## config.mk

```make
export PLATFORM = sky130hd
export DESIGN_NAME = regfile_mp
export DESIGN_NICKNAME = d
export VERILOG_FILES = /design/src/rtl/regfile_mp_pkg.sv /design/src/rtl/regfile_scan.sv /design/src/rtl/regfile_mp.sv
export SDC_FILE = /design/constraint.sdc
export NUM_CORES = 2
export LEC_CHECK = 0
export CORE_MARGIN = 2
export CORE_UTILIZATION = 42
export CTS_BUF_LIST = sky130_fd_sc_hd__clkbuf_4 sky130_fd_sc_hd__clkbuf_8
export DETAILED_ROUTE_END_ITERATION = 16
export PLACE_DENSITY = 0.61
export SYNTH_ARGS = -nofsm -noshare
export SYNTH_HDL_FRONTEND = slang
export SYNTH_SLANG_ARGS = --single-unit
```

## constraint.sdc

```tcl
create_clock -name clk -period 39.1 [get_ports clk]
set_input_delay 5.865 -clock clk [delete_from_list [all_inputs] [get_ports clk]]
set_output_delay 5.865 -clock clk [all_outputs]
set_load 0.01 [all_outputs]
```

## src/rtl/regfile_mp_pkg.sv

```systemverilog
// Shared defaults and display-scan state encoding for the multi-port register file.
package regfile_mp_pkg;
  localparam int DEF_DATA_W   = 32;
  localparam int DEF_ADDR_W   = 5;
  localparam int DEF_LINK_REG = 31;
  localparam int DEF_SCAN_DIV = 4;

  typedef enum logic {
    ST_STATIC = 1'b0,
    ST_SCAN   = 1'b1
  } scan_state_t;
endpackage

```

## src/rtl/regfile_scan.sv

```systemverilog
// Display index sequencer: static select or divided auto-scan through all registers.
module regfile_scan
  import regfile_mp_pkg::*;
#(
  parameter int ADDR_W   = DEF_ADDR_W,
  parameter int SCAN_DIV = DEF_SCAN_DIV
) (
  input  logic              clk,
  input  logic              rst,
  input  logic              dsp_mode,
  input  logic [ADDR_W-1:0] dsp_sel,
  output logic [ADDR_W-1:0] dsp_idx
);
  localparam int DIV_W = (SCAN_DIV > 1) ? $clog2(SCAN_DIV) : 1;
  localparam logic [DIV_W-1:0] DIV_LAST = DIV_W'(SCAN_DIV - 1);

  scan_state_t      state;
  logic [DIV_W-1:0] div;
  logic [DIV_W-1:0] div_base;

  // A fresh entry into SCAN always counts from zero, whatever the divider holds.
  assign div_base = (state == ST_SCAN) ? div : '0;

  // Mode select, divider and display index update.
  always_ff @(posedge clk or posedge rst) begin
    if (rst) begin
      state   <= ST_STATIC;
      div     <= '0;
      dsp_idx <= '0;
    end else if (!dsp_mode) begin
      state   <= ST_STATIC;
      div     <= '0;
      dsp_idx <= dsp_sel;
    end else begin
      state <= ST_SCAN;
      if (div_base == DIV_LAST) begin
        div     <= '0;
        dsp_idx <= dsp_idx + ADDR_W'(1);
      end else begin
        div     <= div_base + DIV_W'(1);
      end
    end
  end
endmodule

```

## src/rtl/regfile_mp.sv

```systemverilog
// Multi-read-port register file with jal link write, reservation tracking and a
// scanned debug display port.
module regfile_mp
  import regfile_mp_pkg::*;
#(
  parameter int DATA_W   = DEF_DATA_W,
  parameter int ADDR_W   = DEF_ADDR_W,
  parameter int NUM_RD   = 2,
  parameter int LINK_REG = DEF_LINK_REG,
  parameter int SCAN_DIV = DEF_SCAN_DIV
) (
  input  logic                     clk,
  input  logic                     rst,
  input  logic [NUM_RD*ADDR_W-1:0] rd_addr,
  output logic [NUM_RD*DATA_W-1:0] rd_data,
  output logic [NUM_RD-1:0]        rd_pending,
  input  logic                     Reg_wr,
  input  logic [ADDR_W-1:0]        w_addr,
  input  logic [DATA_W-1:0]        w_data,
  input  logic                     jal,
  input  logic [DATA_W-1:0]        link_data,
  input  logic                     rsv_valid,
  input  logic [ADDR_W-1:0]        rsv_addr,
  input  logic                     dsp_mode,
  input  logic [ADDR_W-1:0]        dsp_sel,
  output logic [ADDR_W-1:0]        dsp_idx,
  output logic [DATA_W-1:0]        displaydata,
  output logic                     wr_conflict
);
  localparam int DEPTH = 2 ** ADDR_W;
  localparam logic [ADDR_W-1:0] LINK_ADDR = ADDR_W'(LINK_REG);

  logic [DATA_W-1:0] regs [DEPTH];
  logic [DEPTH-1:0]  pend;
  logic [DEPTH-1:0]  pend_next;

  logic              eff_we;
  logic [ADDR_W-1:0] eff_addr;
  logic [DATA_W-1:0] eff_data;
  logic              rsv_set;

  // jal wins over Reg_wr; register 0 is never a write or reservation target.
  assign eff_addr = jal ? LINK_ADDR : w_addr;
  assign eff_data = jal ? link_data : w_data;
  assign eff_we   = !rst && (jal || Reg_wr) && (eff_addr != '0);
  assign rsv_set  = !rst && rsv_valid && (rsv_addr != '0);

  // Pending bits: a reservation overrides a same-cycle clearing write.
  always_comb begin
    pend_next = pend;
    if (eff_we) begin
      pend_next[eff_addr] = 1'b0;
    end else begin
      pend_next = pend;
    end
    if (rsv_set) begin
      pend_next[rsv_addr] = 1'b1;
    end else begin
      pend_next[0] = 1'b0;
    end
  end

  // Register array, pending bits and dropped-write flag.
  always_ff @(posedge clk or posedge rst) begin
    if (rst) begin
      for (int i = 0; i < DEPTH; i++) begin
        regs[i] <= '0;
      end
      pend        <= '0;
      wr_conflict <= 1'b0;
    end else begin
      if (eff_we) begin
        regs[eff_addr] <= eff_data;
      end
      pend        <= pend_next;
      wr_conflict <= jal && Reg_wr && (w_addr != LINK_ADDR) && (w_addr != '0);
    end
  end

  for (genvar k = 0; k < NUM_RD; k++) begin : g_rd
    logic [ADDR_W-1:0] a;
    logic              clr_hit;
    logic              set_hit;

    assign a       = rd_addr[k*ADDR_W +: ADDR_W];
    assign clr_hit = eff_we && (eff_addr == a);
    assign set_hit = rsv_set && (rsv_addr == a);

    assign rd_data[k*DATA_W +: DATA_W] = (a == '0) ? '0 :
                                         clr_hit   ? eff_data : regs[a];
    assign rd_pending[k] = !rst && pend[a] && !(clr_hit && !set_hit);
  end

  regfile_scan #(
    .ADDR_W   (ADDR_W),
    .SCAN_DIV (SCAN_DIV)
  ) u_scan (
    .clk      (clk),
    .rst      (rst),
    .dsp_mode (dsp_mode),
    .dsp_sel  (dsp_sel),
    .dsp_idx  (dsp_idx)
  );

  // Display path deliberately shows committed contents only.
  assign displaydata = regs[dsp_idx];
endmodule
```

==> Word level (Yosys, flattened, before mapping) <==
Index checks and enable logic that the tools add are counted.
{ "totals": {"wordCells": 130, "in_bits": 95, "output_inout_bits": 104, "ff_bits": 1065} }
{ "classes": {"n_lt_le_gt_ge": 11, "muxes": 35, "n_addsub": 2, "eq_ne": 7, "n_bitwise": 7, "reduce_logical": 31} }
{ "ops": {"columns": ["cell", "n"], "rows": [
  ["$bwmux 1024", 1],
  ["$bmux 32 s5", 3],
  ["$mux 32", 13],
  ["$demux 32 s5", 1],
  ["$and 32x32->32", 1],
  ["$not 32->32", 1],
  ["$or 32x32->32", 1],
  ["$mux 31", 1],
  ["$ge 6x6->1 const B", 4],
  ["$lt 5x6->1 const B", 4],
  ["$not 5->6", 4],
  ["$eq 5x5->1", 4],
  ["$logic_and 1x1->1", 20],
  ["$mux 5", 3],
  ["$reduce_bool 5->1", 3],
  ["$bmux 1 s5", 2],
  ["$demux 1 s5", 2],
  ["$ge 5x1->1 const B", 2],
  ["$logic_not 5->1", 2],
  ["$lt 6x1->1 const B", 1],
  ["$mux 1", 6],
  ["$mux 2", 3],
  ["$add 5x1->5 const B", 1],
  ["$logic_not 1->1", 5],
  ["other kinds (5)", 5]
]} }

==> Logic depth before layout (Yosys ltp) <==
{ "depth": {"word_depth": 10, "mapped_depth": 10} }

==> Modules after synthesis <==
From an unflattened synthesis, not the netlist that was laid out.
{ "hier_totals": {"cells_unflattened": 5472, "area_unflattened_um2": 63022.9} }
{ "modules_own_cells": {"columns": ["mod", "seq_area_each_um2", "n_inst", "cells_per_inst", "area_per_inst_um2"], "rows": [
  ["regfile_mp", 26450.4, 1, 5438, 62658.8],
  ["regfile_scan", 200.2, 1, 34, 364.1]
]} }

==> Worst setup path after synthesis <==
OpenSTA, ideal clock, no wires.
{ "synth_timing": {"kind": "input-to-reg", "from": "input port rst", "to": "register pend[23]", "setup_slack_ps": 6390, "n_path_buf": 1, "stages": 5, "setup_time_ps": 70, "required_time_ps": 39030, "arrival_time_ps": 32640, "path_cell_list": "clkbuf_1 > inv_1 > nand3_1 > nor3b_1 > a32o_1"} }
{ "synth_between": {"elab_chain_cells": 6} }
{ "synth_lines": {"columns": ["item", "line", "rtl"], "rows": [
  ["start, declared", "regfile_mp.sv:13", "input logic rst,"],
  ["$logic_not 1->1 (no line) (*)", null, null],
  ["$logic_and 1x1->1 (2 in series)", "regfile_mp.sv:45", "assign eff_we = !rst && (jal || Reg_wr) && (eff_addr != '0);"],
  ["$mux 32", "regfile_mp.sv:51", "if (eff_we) begin"],
  ["$or 32x32->32 (no line)", null, null],
  ["$mux 31 (*)", "regfile_mp.sv:56", "if (rsv_set) begin"],
  ["named net pend_next[23]", "regfile_mp.sv:35", "logic [DEPTH-1:0] pend_next;"],
  ["end signal, assigned", "regfile_mp.sv:75", "pend <= pend_next;"],
  ["end, declared", "regfile_mp.sv:34", "logic [DEPTH-1:0] pend;"]
]} }
The timed path passes the listed nets; every way through them passes the cells marked *.
A chain may end at the register's enable or synchronous reset.

==> Worst setup path in the final report <==
{ "layout_timing": {"from": "input port rd_addr[5]", "to": "output port rd_data[47]"} }
{ "layout_between": {"elab_chain_cells": 6} }
{ "layout_lines": {"columns": ["item", "line", "rtl"], "rows": [
  ["start, declared", "regfile_mp.sv:14", "input logic [NUM_RD*ADDR_W-1:0] rd_addr,"],
  ["$not 5->6 (implied by the code)", "regfile_mp.sv:90", "clr_hit ? eff_data : regs[a];"],
  ["$bmux 32 s5", "regfile_mp.sv:90", null],
  ["$mux 32 (implied by the code) (2 in series)", "regfile_mp.sv:90", null],
  ["$mux 32", "regfile_mp.sv:90", null],
  ["$mux 32 (*)", "regfile_mp.sv:89", "assign rd_data[k*DATA_W +: DATA_W] = (a == '0) ? '0 :"],
  ["end, declared", "regfile_mp.sv:15", "output logic [NUM_RD*DATA_W-1:0] rd_data,"]
]} }
Every way passes the cells marked *; elsewhere a longest branch is shown, timed or not. The select of a mux whose other input is x is not followed.

==> flow_summary_export.csv <==
group,metric,value,unit
worst_setup_path,start_kind,"primary input",
pwr,p_int,2.13,mW
worst_setup_path,crit_path_cell_trace,"buf_8 -> buf_4 -> buf_4 -> buf_4 -> mux4_2 -> mux2i_1 -> a32oi_1 -> nand3_1 -> a21oi_1 -> clkdlybuf4s50_1",
synthesis,async_flop_share,1.00,
synthesis,synth_top_family_by_area,"multiplexers",
outcome,status,"finished clean",
synthesis,yosysUniqueCellTypes,53,
timing,fmax,59.7,MHz
detailed_routing,wl_per_cell,30.6,um
pwr,swShare,0.293,
synthesis,syn_nets,5484,
worst_setup_path,crit_start,"rd_addr[5]",
detailed_routing,drt_pass1_iterations,6,
detailed_routing,drc,0,
clock_tree,post_cts_resized,0,
clock_tree,root_buffer,"clkbuf_8",
clock_tree,hold_buffers,0,
worst_setup_path,slowest_delay,0.78,ns
global_routing,grt_start_max_net_pins,168,
timing,layout_setup_ws,22.35,ns
die,die_w,390,um
synthesis,ys_top_cells_by_count,"1065 x dfrtp_1, 822 x mux4_2, 806 x nand2_1, 729 x o21ai_0, 394 x clkbuf_1",
clock_tree,cts.htree.levels,4,
detailed_routing,drt_iter0_drc,6234,
synthesis,synthFlopType,"dfrtp_1",
timing,slew-limit-headroom,0.0829,
pwr,comb_power_share,0.189,
clock_tree,cts_buffers,180,
timing,drv_slew,0,
synthesis,synth_most_common_cell,"dfrtp_1",
timing,finalSetupViolCount,0,
synthesis,synthCells,5387,
worst_setup_path,path_buf_inv,5,
pwr,p_sw,0.881,mW
pwr,finalPower,3.01,mW
worst_setup_path,crit_path_top_delay_cell,"buf_4",
min_path,hp-class,"flip-flop to flip-flop",
die,row_count,141,
detailed_routing,vias,48700,
clock_tree,path_clk_slew,0.05,ns
layout,finalNetCount,5341,
global_routing,grt_overflow,0,
worst_setup_path,path_max_fanout,78,
timing,fin_setup_tns,0,ns
timing,worst_slew_pin_slew,1.37,ns
synthesis,synthAdderAreaFrac,0.000400,
worst_setup_path,cp_data_required_time,33.23,ns
pwr,p_seq_frac,0.433,
place,dpl.hpwl,122000,um
clock_tree,cts_tree,"yes",
pwr,p_leak,28.5,nW
worst_setup_path,critical_path_arrival,10.89,ns
synthesis,synth-xor-area-share,0.00280,
synthesis,netlist_area,62500,um^2
global_routing,grt_pass1_wl,328000,um
clock_tree,clock_sinks,1065,
die,start_util,0.423,
worst_setup_path,cp_common_cell,"buf_4",
synthesis,synth-compound-area-share,0.121,
layout,drive_above_1_share,0.270,
clock_tree,cts_buffer_depth,3,
worst_setup_path,r2r_slack,36.54,ns
place,io_buffer_count,198,
synthesis,yosys_warnings,0,
synthesis,synth.avg_cell_area,11.6,um^2
die,die_height,390,um
synthesis,ys_seq_elements,1065,
worst_setup_path,crit_path_end_kind,"output pin",
timing,report.final.hold_viol_count,0,
timing,period_share,0.428,
synthesis,muxShareOfSynthArea,0.319,
place,gp_congestion,0.828,
worst_setup_path,cp_top_family,"buffers and inverters",
min_path,hp-start,"regs[1021]",
timing,rsz0062_at_grt,"false",
die,die_area,152000,um^2
global_routing,first_global_vias,47600,
timing,fin_crit,16.75,ns
pwr,powerDensity,43.2,nW/um^2
synthesis,ys_seq_area_frac,0.426,
worst_setup_path,critical_path_class,"primary input to output pin",
clock_tree,cts_setup_buffers,0,
detailed_routing,postRouteAntennaNets,0,
layout,areaGrowthSynthToFinish,11.4,%
synthesis,synth_top_area_frac,0.426,
place,dp_slack,22.36,ns
worst_setup_path,worstReg2RegStart,"u_scan.dsp_idx[1]",
die,io_pins,199,
timing,skew,0.00331,ns
global_routing,antenna_found_initial,5,
synthesis,synth-simple-area-share,0.0857,
detailed_routing,drt-total-wl,224000,um
detailed_routing,via_per_inst,6.65,
pwr,ir_drop,0.0305,mV
synthesis,synth_edf_count,0,
job,maxCapViolations,0,
die,design.core.area,148000,um^2
pwr,clockPowerShare,0.378,
global_routing,track_usage,0.295,
synthesis,netlist.top_cell.by_area,"dfrtp_1",
clock_tree,clk_latency,0.89,ns
synthesis,synth_area_leaders,"dfrtp_1 43%, mux4_2 30%, o21ai_0 5.8%",
layout,fill_cells,13300,
==> path summary, 6_finish.rpt <==
check,endpoint,depth (start not counted)
worst max-delay path,rd_data[47],10
worst min register to register,regs[1021],0
min in group asynchronous,pend[23],3
max in group asynchronous,regs[617],6
worst max register to register,u_scan.dsp_idx[4],5
worst min-delay path,regs[1021],0
==> power groups by stage <==
stage / Combinational [mW] / Clock, mW / Sequential, mW
after global placement: 0.560 / 0 / 1.31
after global routing: 0.611 / 1.20 / 1.31
final: 0.570 / 1.14 / 1.30
after CTS: 0.569 / 1.15 / 1.30
after floorplan: 0.410 / 0 / 1.28
after detailed placement: 0.568 / 0 / 1.32
==> flip-flops by register name, indices dropped and copies added, names as in the netlist <==
register,cells
regs,1024
pend,32
u_scan.dsp_idx,5
u_scan.div,2
u_scan.state,1
wr_conflict,1
==> kinds of logic (layout without fill, tap and decap cells) <==
kind of cell             after synthesis  after routing
other                                  0              1
flip-flops                          1065           1065
multiplexers                         952            952
XOR/XNOR                              20             20
adder cells (fa/ha/maj)                2              2
buffers and inverters                653            659
AO/OA/AOI/OAI                       1376           1376
AND/OR/NAND/NOR                     1319           1319
==> metal layers <==
metal / global-route usage / wire length, um
met3: 0.0819 / 26400
met1: 0.407 / 87600
met4: 0.123 / 9700
met5: 0.000638 / 55
met2: 0.441 / 100000
==> worst reg2reg max path, delay by kind of cell, from the launching register on <==
kind | cells | cell delay, ns
AOI/OAI and AO/OA | 1 | 0.18
xor gates and xnor gates | 1 | 0.18
adders and majority gates | 1 | 0.31
buffers and inverters | 1 | 0.80
DFF | 1 | 0.90
and+or+nand+nor | 1 | 0.11
==> through the flow <==
| stage | instances | hold slack, ns | utilization | area (um^2) |
|---|---|---|---|---|
| floorplan | 5387 | 0.458 | - | 62500 |
| global placement | 6991 | 0.396 | 0.444 | 65600 |
| detailed placement | 6991 | 0.404 | 0.444 | 65600 |
| CTS | 7322 | 0.416 | 0.471 | 69700 |
| global route | 7324 | 0.426 | 0.471 | 69700 |
| finish | 7324 | 0.415 | 0.471 | 69700 |
==> cells in the final DEF, fill, tap and decap left out, drive strengths merged, types with 4 or more instances in the layout <==
cell type         n
a211oi           30
a21oi           303
a22o              6
a22oi            53
a31oi             7
and2             12
buf             124
bufinv           10
clkbuf          278
clkdlybuf4s50   190
clkinv           37
dfrtp          1065
inv              19
mux2             87
mux2i            43
mux4            822
nand2           806
nand2b           11
nand3            10
nand4             4
nor2            323
nor2b             7
nor3             65
nor3b             5
nor4             59
o21ai           729
o22ai           196
o2bb2ai          32
or3               4
xnor2             8
xor2             12
==> cell type report <==
| class | instances | area (um^2) | area share |
|---|---|---|---|
| clock buffer | 278 | 3540 | 0.0509 |
| clock inverter | 53 | 543 | 0.00779 |
| sequential | 1065 | 26700 | 0.383 |
| inverter | 14 | 60.1 | 0.000862 |
| multi-input combinational | 3669 | 33500 | 0.481 |
| antenna | 1 | 2.50 | 0.0000359 |
| timing repair buffer | 314 | 2950 | 0.0423 |
| tap | 1930 | 2410 | 0.0347 |
No activity file was read; power rests on OpenSTA's default activity.
